$ cat config.mk
export PLATFORM = sky130hd
export DESIGN_NAME = pipo_load_arbiter
export DESIGN_NICKNAME = d
export VERILOG_FILES = /design/src/rtl/pipo_load_arbiter.sv
export SDC_FILE = /design/constraint.sdc
export NUM_CORES = 1
export LEC_CHECK = 0
export ABC_CLOCK_PERIOD_IN_PS = 3100
export BUFFER_PORTS_ARGS = -buffer_cell sky130_fd_sc_hd__buf_2
export CORE_MARGIN = 1.5
export CORE_UTILIZATION = 50
export CTS_BUF_LIST = sky130_fd_sc_hd__clkbuf_4
export DETAILED_ROUTE_END_ITERATION = 6
export PLACE_DENSITY = 0.74
export SYNTH_ARGS = -nofsm -noshare
export SYNTH_HDL_FRONTEND = slang
export SYNTH_SLANG_ARGS = --single-unit
$ cat constraint.sdc
create_clock -name clk -period 3.1 [get_ports clk]
set_input_delay 0.31 -clock clk [delete_from_list [all_inputs] [get_ports clk]]
set_output_delay 0.31 -clock clk [all_outputs]
set_load 0.01 [all_outputs]
$ cat src/rtl/pipo_load_arbiter.sv
//------------------------------------------------------------------------------
// Module      : pipo_load_arbiter
// Description : Round-robin arbiter sharing one PIPO register among N requesters
//               through an IDLE/LOAD/HOLD sequence. Optional even-parity output
//               q_par is enabled by defining PIPO_ARB_PARITY_EN.
// Revision    : 1.0
//------------------------------------------------------------------------------
`default_nettype none

module pipo_load_arbiter #(
    parameter int N        = 4,
    parameter int WIDTH    = 4,
    parameter int HOLD_CYC = 2
) (
    input  logic                 clk,
    input  logic                 rst_n,
    input  logic [N-1:0]         req,
    input  logic [N*WIDTH-1:0]   d_in,
    input  logic                 clr,
    output logic [N-1:0]         gnt,
    output logic [WIDTH-1:0]     q,
    output logic                 q_valid,
    output logic [$clog2(N)-1:0] owner,
    output logic                 busy
`ifdef PIPO_ARB_PARITY_EN
    ,
    output logic                 q_par
`endif
);

    localparam int IW = $clog2(N);
    localparam logic [IW:0] N_W = (IW+1)'(N);
    localparam logic [3:0] HOLD_INIT = (HOLD_CYC > 0) ? 4'(HOLD_CYC - 1) : 4'd0;

    localparam logic [1:0] S_IDLE = 2'd0;
    localparam logic [1:0] S_LOAD = 2'd1;
    localparam logic [1:0] S_HOLD = 2'd2;

    logic [1:0]       state;
    logic [1:0]       state_nxt;
    logic [IW-1:0]    ptr;
    logic [IW-1:0]    sel;
    logic [IW-1:0]    offset;
    logic [IW-1:0]    winner;
    logic [IW-1:0]    ptr_inc;
    logic [IW:0]      wsum;
    logic [3:0]       hold_cnt;
    logic [N-1:0]     rot;
    logic             found;
    logic             req_sel;
    logic [WIDTH-1:0] sel_data;

    // Rotate requests so bit 0 is the requester at ptr; first set bit wins.
    assign rot = N'({req, req} >> ptr);

    always_comb begin
        offset = '0;
        found  = 1'b0;
        for (int k = 0; k < N; k++) begin
            if (!found && rot[k]) begin
                offset = IW'(k);
                found  = 1'b1;
            end
        end
    end

    assign wsum    = {1'b0, ptr} + {1'b0, offset};
    assign winner  = (wsum >= N_W) ? IW'(wsum - N_W) : IW'(wsum);
    assign ptr_inc = (sel == IW'(N - 1)) ? '0 : sel + 1'b1;

    always_comb begin
        sel_data = '0;
        req_sel  = 1'b0;
        for (int i = 0; i < N; i++) begin
            if (sel == IW'(i)) begin
                sel_data = d_in[i*WIDTH +: WIDTH];
                req_sel  = req[i];
            end
        end
    end

    // State register
    always_ff @(posedge clk or negedge rst_n) begin
        if (!rst_n) begin
            state <= S_IDLE;
        end else if (clr) begin
            state <= S_IDLE;
        end else begin
            state <= state_nxt;
        end
    end

    // Next-state logic
    always_comb begin
        state_nxt = S_IDLE;
        case (state)
            S_IDLE: state_nxt = (|req) ? S_LOAD : S_IDLE;
            S_LOAD: state_nxt = (req_sel && (HOLD_CYC > 0)) ? S_HOLD : S_IDLE;
            S_HOLD: state_nxt = (hold_cnt == 4'd0) ? S_IDLE : S_HOLD;
            default: state_nxt = S_IDLE;
        endcase
    end

    // Output logic
    always_comb begin
        busy = (state != S_IDLE);
    end

    // Datapath; clr leaves ptr and sel untouched so fairness survives a clear.
    always_ff @(posedge clk or negedge rst_n) begin
        if (!rst_n) begin
            q        <= '0;
            q_valid  <= 1'b0;
            owner    <= '0;
            gnt      <= '0;
            ptr      <= '0;
            sel      <= '0;
            hold_cnt <= '0;
`ifdef PIPO_ARB_PARITY_EN
            q_par    <= 1'b0;
`endif
        end else if (clr) begin
            q        <= '0;
            q_valid  <= 1'b0;
            owner    <= '0;
            gnt      <= '0;
            hold_cnt <= '0;
`ifdef PIPO_ARB_PARITY_EN
            q_par    <= 1'b0;
`endif
        end else begin
            case (state)
                S_IDLE: begin
                    if (|req) begin
                        sel <= winner;
                        gnt <= {{(N-1){1'b0}}, 1'b1} << winner;
                    end
                end
                S_LOAD: begin
                    gnt <= '0;
                    if (req_sel) begin
                        q        <= sel_data;
                        q_valid  <= 1'b1;
                        owner    <= sel;
                        ptr      <= ptr_inc;
                        hold_cnt <= HOLD_INIT;
`ifdef PIPO_ARB_PARITY_EN
                        q_par    <= ^sel_data;
`endif
                    end
                end
                S_HOLD: begin
                    if (hold_cnt != 4'd0) begin
                        hold_cnt <= hold_cnt - 4'd1;
                    end
                end
                default: gnt <= '0;
            endcase
        end
    end

endmodule

`default_nettype wire

==> results of run 1 <==
## power groups by stage
stage               clock network [µW]  logic [µW]  registers (µW)
floorplan                            0         585             430
global placement                     0         690             444
detailed placement                   0         706             448
CTS                                137         715             443
global route                       146         795             460
finish                             131         712             446
## final cells by class
cell class                      count  area (µm²)  share of cell area
Multi-Input combinational cell    123         866               0.517
Sequential cell                    21         526               0.314
Timing Repair Buffer               35         180               0.108
Tap cell                           31        38.8              0.0232
Inverter                           10        37.5              0.0224
Clock buffer                        3        22.5              0.0134
Clock inverter                      1        5.00             0.00299
## cells by family (layout without fill, tap and decap cells)
| kind of cell | count (synthesis) | in the layout | share of synthesized area |
|---|---|---|---|
| AO/OA/AOI/OAI | 43 | 43 | 0.216 |
| XOR/XNOR | 4 | 4 | 0.0232 |
| adder cells (fa/ha/maj) | 7 | 7 | 0.0579 |
| buffers and inverters | 21 | 49 | 0.0802 |
| flip-flops | 21 | 21 | 0.347 |
| multiplexers | 3 | 3 | 0.0223 |
| AND/OR/NAND/NOR | 66 | 66 | 0.253 |
## worst register-to-register path: stages, from the launching register on
cell	delay, ns
dfrtp_1	0.52
nand3b_1	0.15
o311ai_0	0.13
o21ai_0	0.11
o221ai_1	0.14
ha_1	0.34
or3b_2	0.46
nor4_1	0.31
o21ai_0	0.14
nand3_1	0.11
## Yosys cell counts (2+ instances only)
master / count / area [µm²]
dfrtp_1: 21 / 526
nor2b_1: 3 / 18.8
or3b_2: 2 / 17.5
clkbuf_1: 2 / 7.51
or2_2: 2 / 12.5
mux2_1: 2 / 22.5
nand2_1: 14 / 52.6
o21ai_0: 10 / 50.1
inv_1: 10 / 37.5
a311oi_1: 4 / 35.0
nand4b_1: 2 / 17.5
nand3_1: 13 / 65.1
a211o_2: 4 / 40.0
o211ai_1: 2 / 15.0
buf_2: 3 / 15.0
a221oi_1: 3 / 26.3
nor2_1: 6 / 22.5
o21a_1: 4 / 30.0
nor4_2: 2 / 25.0
buf_6: 5 / 56.3
xor2_1: 3 / 26.3
a21oi_1: 6 / 30.0
nor3_1: 5 / 25.0
ha_1: 7 / 87.6
and3b_1: 2 / 17.5
nor4_1: 4 / 25.0
## metal layers
layer,global-route usage,up-vias,routed length (µm)
li1,-,668,-
met1,0.283,657,1540
met2,0.391,33,1670
met3,0.0246,2,147
met4,0.0565,0,17
met5,0,-,0
## flip-flops by register name (all words and copies together), names as in the netlist
name,cells
ptr,2
q_valid,1
sel,2
hold_cnt,4
state,2
q,4
owner,2
gnt,4
## through the flow
| stage | hold slack, ns | power (µW) | setup slack [ns] |
|---|---|---|---|
| after floorplan | 0.0144 | 1010 | 0.897 |
| after global placement | 0.286 | 1130 | 0.779 |
| after detailed placement | 0.289 | 1150 | 0.711 |
| after CTS | 0.270 | 1290 | 0.674 |
| after global routing | 0.271 | 1400 | 0.399 |
| final | 0.280 | 1290 | 0.650 |
## worst paths after layout
kind / startpoint / endpoint / slack, ns / cells after the start
setup / recovery: ptr[0] / gnt[3] / 0.65 / 9
max in group asynchronous: rst_n / sel[1] / 2.30 / 2
setup reg to reg: ptr[0] / gnt[3] / 0.65 / 9
hold reg to reg: gnt[2] / gnt[2] / 0.51 / 2
hold / removal: d_in[13] / q[1] / 0.28 / 3
min in group asynchronous: rst_n / gnt[1] / 0.48 / 2
==> impl_metrics.json, run 1 <==
{
  "drt-wirelength-per-cell_um": 15.1,
  "start_util": 0.539,
  "rsz0062_at_grt": "false",
  "drive_gt1_frac": 0.275,
  "grt-ovfl-total": 0,
  "power_leakage_uw": 0.000776,
  "p_sw_uw": 577,
  "drc": 0,
  "path_delay_family": "simple AND/OR/NAND/NOR gates",
  "place_hpwl_um": 2520,
  "hold_class": "input pin to flip-flop",
  "coreArea_um2": 2810,
  "switching_share": 0.447,
  "cpPeakStageDelay_ns": 0.52,
  "syn_nets": 195,
  "p_per_area_nw_per_um2": 770,
  "clockBufferDepth": 2,
  "pwr-share-clk": 0.102,
  "p_seq_frac": 0.346,
  "postCtsSetupRepairBufs": 0,
  "routed_wl_um": 3380,
  "vias": 1360,
  "ant_nets": 0,
  "seq_area_frac_synth": 0.347,
  "dp.cells": 219,
  "antenna_cells": 0,
  "cp_data_required_time_ns": 3.34,
  "synth.avg_cell_area_um2": 9.17,
  "ir_drop_uv": 374,
  "fin_skew_ns": 0.00443,
  "clkSlewWorstSetupHoldPaths_ns": 0.12,
  "die_y_um": 58.0,
  "ys_types": 50,
  "yosysWarnings": 0,
  "final_cells": 224,
  "cap_violations": 0,
  "synth_flop_cell": "dfrtp_1",
  "antenna_found_initial": 0,
  "cp_cell_sequence": "nand3b_1 > o311ai_0 > o21ai_0 > o221ai_1 > ha_1 > or3b_2 > nor4_1 > o21ai_0 > nand3_1",
  "slew_headroom": 0.575,
  "layout_common_cells": "buf_2 (34), dfrtp_1 (21), nand2_1 (14)",
  "start_kind": "flip-flop",
  "tns_ns": 0,
  "cts_hold_buf": 1,
  "drt_iter0_drc": 72,
  "place_area_um2": 1640,
  "hold_viol_final": 0,
  "grt_usage": 0.219,
  "pin_count": 35,
  "cts_resized": 0,
  "path_max_fanout": 12,
  "cts_buffers": 3,
  "finish.utilization": 0.597,
  "syn2layout_area_growth_pct": 10.8,
  "synth_edf_count": 0,
  "die-width_um": 58.0,
  "min_period_ns": 2.45,
  "n_fill_cell": 260,
  "place.gp.congestion": 0.811,
  "critPathArrivalTime_ns": 2.69,
  "io_buffers": 34,
  "final_nets": 224,
  "cts_tree": "yes",
  "status": "finished, final reports clean",
  "firstDrtPassIters": 6,
  "vias_per_cell": 6.07,
  "clock_latency_ns": 0.30,
  "grt_pass1_vias": 1352,
  "ys_ff_latch": 21,
  "combinationalPowerShare": 0.552,
  "worst_pin_slew_ns": 0.632,
  "critPathSlowestCell": "dfrtp_1",
  "layout_commonest_cell": "buf_2",
  "final_area_um2": 1680,
  "row_count": 19,
  "fmax_mhz": 408,
  "cts.sinks": 21,
  "grt_max_degree": 22,
  "die-area_um2": 3360,
  "slew_violations": 0,
  "finalSetupViolations": 0,
  "syn_area_um2": 1510,
  "grt_pass1_wl_um": 5870,
  "crit_buf_inv": 0,
  "syn-instance-count": 165,
  "crit_top_cell": "o21ai_0",
  "async_reset_ff_frac": 1.00,
  "p_int_uw": 713,
  "fin_crit_sh": 0.790,
  "path_class": "flip-flop to flip-flop",
  "endpoint_kind": "flip-flop",
  "htreeDepth": 1,
  "cts-root-buf": "clkbuf_4"
}
No activity file was read; power rests on OpenSTA's default activity.
==> inputs of run 2 (changes only) <==
Settings changed: ABC_CLOCK_PERIOD_IN_PS 3100 to 2200, PLACE_DENSITY 0.74 to 0.77.
Clock period 3.1 ns to 2.2 ns, I/O delays scaled along.
==> impl_metrics.json, run 2 (synthesis gave the netlist of run 1 again) <==
{
  "vias": 1427,
  "drc": 0,
  "path_max_fanout": 5,
  "die-area_um2": 3360,
  "htreeDepth": 1,
  "layout_common_cells": "buf_2 (34), dfrtp_1 (20), nand2_1 (14)",
  "layout_commonest_cell": "buf_2",
  "fin_skew_ns": 0.00756,
  "critPathSlowestCell": "dfrtp_2",
  "final_nets": 236,
  "critPathArrivalTime_ns": 2.39,
  "vias_per_cell": 6.05,
  "slew_violations": 0,
  "row_count": 19,
  "routed_wl_um": 3550,
  "fin_crit_sh": 0.976,
  "drt-wirelength-per-cell_um": 15.0,
  "endpoint_kind": "flip-flop",
  "clockBufferDepth": 2,
  "finish.utilization": 0.657,
  "die_y_um": 58.0,
  "drt_iter0_drc": 59,
  "pin_count": 35,
  "crit_top_cell": "nand3_1",
  "start_kind": "flip-flop",
  "cp_cell_sequence": "nand3b_1 > o311ai_2 > o21ai_1 > o221ai_2 > ha_1 > or3b_4 > nor4_4 > nand3_1 > nand3_1",
  "rsz0062_at_grt": "true",
  "min_period_ns": 2.15,
  "place.gp.congestion": 0.837,
  "cap_violations": 0,
  "cts_tree": "yes",
  "hold_class": "input pin to flip-flop",
  "clock_latency_ns": 0.30,
  "antenna_cells": 0,
  "dp.cells": 229,
  "drive_gt1_frac": 0.356,
  "die-width_um": 58.0,
  "clkSlewWorstSetupHoldPaths_ns": 0.12,
  "cpPeakStageDelay_ns": 0.46,
  "worst_pin_slew_ns": 1.05,
  "cp_data_required_time_ns": 2.44,
  "grt_max_degree": 22,
  "antenna_found_initial": 0,
  "top_regs": "gnt: 4 flops, hold_cnt: 4 flops, q: 4 flops",
  "finalSetupViolations": 0,
  "path_delay_family": "simple AND/OR/NAND/NOR gates",
  "cts-root-buf": "clkbuf_4",
  "grt_pass1_wl_um": 6270,
  "grt_pass1_vias": 1371,
  "syn2layout_area_growth_pct": 21.8,
  "tns_ns": 0,
  "grt-ovfl-total": 0,
  "firstDrtPassIters": 6,
  "hold_viol_final": 0,
  "cts.sinks": 21,
  "power_leakage_uw": 0.000845,
  "crit_buf_inv": 0,
  "start_util": 0.539,
  "slew_headroom": 0.295,
  "status": "finished, final reports clean",
  "path_class": "flip-flop to flip-flop",
  "ir_drop_uv": 579,
  "ant_nets": 0,
  "io_buffers": 34,
  "fmax_mhz": 466,
  "place_hpwl_um": 2720,
  "p_per_area_nw_per_um2": 1120,
  "coreArea_um2": 2810,
  "grt_usage": 0.238,
  "cts_buffers": 3,
  "final_cells": 236
}
==> run 2: area by class of cell <==
cell class,count,area (µm²)
Fill cell,232,963
Multi-Input combinational cell,123,938
Sequential cell,21,527
Timing Repair Buffer,47,270
Tap cell,31,38.8
Inverter,10,37.5
Clock buffer,4,30.0
==> run 2: per-layer routing <==
layer,routed length (µm),global-route usage
met1,1580,0.305
met2,1830,0.427
met4,8,0.0332
met5,0,0
met3,137,0.0424
==> run 2: repair_timing <==
action / 4_1_cts / 5_1_grt
hold endpoints to repair: 21 / 0
resized for setup: 13 / 2
pin swaps: 6 / 2
hold buffers: 1 / 0
setup buffers: 1 / 1
endpoints found under the setup margin: 4 / 4
==> run 2: worst paths after layout <==
path                            startpoint       end  slack [ns]  cells past startpoint
worst max-delay path                ptr[0]    gnt[1]        0.05                      9
worst min-delay path              d_in[14]      q[2]        0.18                      3
worst max register to register      ptr[0]    gnt[1]        0.05                      9
worst min register to register      gnt[3]    gnt[3]        0.51                      2
max in group asynchronous            rst_n    ptr[0]        1.46                      2
min in group asynchronous            rst_n  state[0]        0.39                      2
==> run 2: metrics by stage <==
stage	power, µW	setup slack, ns	area (µm²)	hold WS, ns
floorplan	1440	-0.000125	1520	-0.0756
global placement	1650	-0.0132	1720	0.199
detailed placement	1700	-0.209	1720	0.204
CTS	2020	0.00478	1820	0.170
global route	2230	-0.0592	1840	0.174
finish	2060	0.0524	1840	0.177
==> run 2: worst register-to-register path, stage by stage, from the launching register on <==
cell      delay [ns]
dfrtp_2         0.46
nand3b_1        0.13
o311ai_2        0.11
o21ai_1         0.11
o221ai_2        0.12
ha_1            0.33
or3b_4          0.42
nor4_4          0.17
nand3_1         0.12
nand3_1         0.11
==> run 2: report_power, final <==
| part | switching [µW] | internal, µW | leakage, µW |
|---|---|---|---|
| clock network | 113 | 82.9 | 0.0000184 |
| registers | 124 | 501 | 0.000280 |
| logic | 665 | 570 | 0.000547 |
==> inputs of run 3 (changes only) <==
Settings changed: CORE_UTILIZATION 50 to 48, CTS_BUF_LIST sky130_fd_sc_hd__clkbuf_4 to default, PLACE_DENSITY 0.77 to 0.74.
==> impl_metrics.json, run 3 (synthesis gave the netlist of run 1 again) <==
{
  "status": "complete, but fails checks",
  "violations": "setup timing",
  "path_max_fanout": 6,
  "die-area_um2": 3500,
  "endpoint_kind": "flip-flop",
  "io_buffers": 34,
  "clockBufferDepth": 2,
  "final_nets": 236,
  "layout_common_cells": "buf_2 (34), dfrtp_1 (20), nand2_1 (14)",
  "grt-ovfl-total": 0,
  "die_y_um": 59.1,
  "syn2layout_area_growth_pct": 21.5,
  "slew_violations": 0,
  "row_count": 20,
  "place_hpwl_um": 2640,
  "worst_pin_slew_ns": 0.521,
  "path_class": "flip-flop to flip-flop",
  "fin_skew_ns": 0.00287,
  "ant_nets": 0,
  "place.gp.congestion": 0.852,
  "die-width_um": 59.1,
  "firstDrtPassIters": 4,
  "critPathArrivalTime_ns": 2.49,
  "drive_gt1_frac": 0.346,
  "top_regs": "gnt: 4 flops, hold_cnt: 4 flops, q: 4 flops",
  "drt_iter0_drc": 32,
  "n_fill_cell": 273,
  "cts_tree": "yes",
  "cts-root-buf": "clkbuf_4",
  "start_util": 0.500,
  "setup_ws_ns": -0.0336,
  "ir_drop_uv": 547,
  "htreeDepth": 1,
  "drt-wirelength-per-cell_um": 14.4,
  "final_area_um2": 1840,
  "layout_commonest_cell": "buf_2",
  "rsz0062_at_grt": "true",
  "finalSetupViolations": 1,
  "grt_pass1_vias": 1417,
  "grt_usage": 0.221,
  "place_area_um2": 1740,
  "power_leakage_uw": 0.000838,
  "grt_pass1_wl_um": 6040,
  "vias": 1408,
  "routed_wl_um": 3600,
  "clkSlewWorstSetupHoldPaths_ns": 0.14,
  "vias_per_cell": 5.65,
  "clock_latency_ns": 0.31,
  "power_uw": 2030,
  "slew_headroom": 0.649,
  "start_kind": "flip-flop",
  "pin_count": 35,
  "drc": 0,
  "fmax_mhz": 448,
  "grt_max_degree": 22,
  "hold_viol_final": 0,
  "p_per_area_nw_per_um2": 1110,
  "antenna_cells": 0,
  "fin_crit_sh": 1.02,
  "dp.cells": 242,
  "cts_buffers": 3,
  "cap_violations": 0,
  "cts.sinks": 21,
  "final_cells": 249,
  "hold_class": "input pin to flip-flop",
  "coreArea_um2": 3030,
  "cp_data_required_time_ns": 2.46,
  "antenna_found_initial": 0,
  "min_period_ns": 2.23
}
==> run 3: changes by cell type in the layout (fill, tap and decap cells not counted) <==
cell	change
or3_4	-1
clkbuf_4	-1
o21ai_0	+1
o221ai_1	+1
o221ai_2	-1
nor4_2	+1
o21ai_1	-1
or3_1	+1
clkinvlp_4	+1
nor4_4	-1
==> run 3: repair_timing <==
| item | 4_1_cts | 5_1_grt |
|---|---|---|
| cloned | 0 | 0 |
| gates resized for setup | 5 | 6 |
| pin swaps | 4 | 2 |
| setup endpoints to repair | 3 | 4 |
| hold buffers | 1 | 0 |
| setup buffers | 1 | 1 |
| hold endpoints to repair | 21 | 0 |
==> run 3: metrics by stage <==
stage	utilization	setup TNS, ns	setup WS [ns]	hold WS, ns
2_1_floorplan	-	-0.000125	-0.000125	-0.0756
3_3_place_gp	0.573	-0.00989	-0.00989	0.200
3_5_place_dp	0.573	-0.135	-0.0770	0.212
4_1_cts	0.595	0	0.00962	0.173
5_1_grt	0.607	-0.603	-0.170	0.175
6_report	0.607	-0.0336	-0.0336	0.174
==> run 3: worst max-delay path, cell delays in order, from the launching register on <==
cell,delay (ns)
dfrtp_2,0.47
nand3b_1,0.11
o311ai_2,0.11
o21ai_1,0.10
o221ai_1,0.14
ha_1,0.35
or3b_4,0.42
nor4_4,0.24
nand3_1,0.12
nand3_1,0.12
==> run 3: cell type report <==
cell class | instances | area [µm²] | area share
timing repair buffer | 47 | 270 | 0.147
tap | 44 | 55.1 | 0.0300
clock buffer | 3 | 22.5 | 0.0123
sequential | 21 | 527 | 0.287
inverter | 10 | 37.5 | 0.0204
multi-input combinational | 123 | 918 | 0.500
clock inverter | 1 | 7.51 | 0.00408
==> run 3: worst paths after layout <==
path	from	end	slack (ns)	cells past startpoint
max	ptr[0]	gnt[1]	-0.03	9
min	d_in[12]	q[0]	0.17	3
max reg2reg	ptr[0]	gnt[1]	-0.03	9
min reg2reg	q_valid	q_valid	0.51	1
max in group asynchronous	rst_n	ptr[0]	1.47	2
min in group asynchronous	rst_n	gnt[1]	0.38	2
==> run 3: where the power goes <==
group,internal (µW),switching (µW)
Combinational,558,649
Clock,69.2,135
Sequential,501,122
Total,1130,906
==> run 3: per-layer routing <==
metal  part of all wire  vias up  track usage
met3              0.038        2       0.0197
met1               0.44      671        0.286
li1                   -      693            -
met2               0.52       42        0.416
met5                  0        -            0
met4             0.0011        0       0.0130
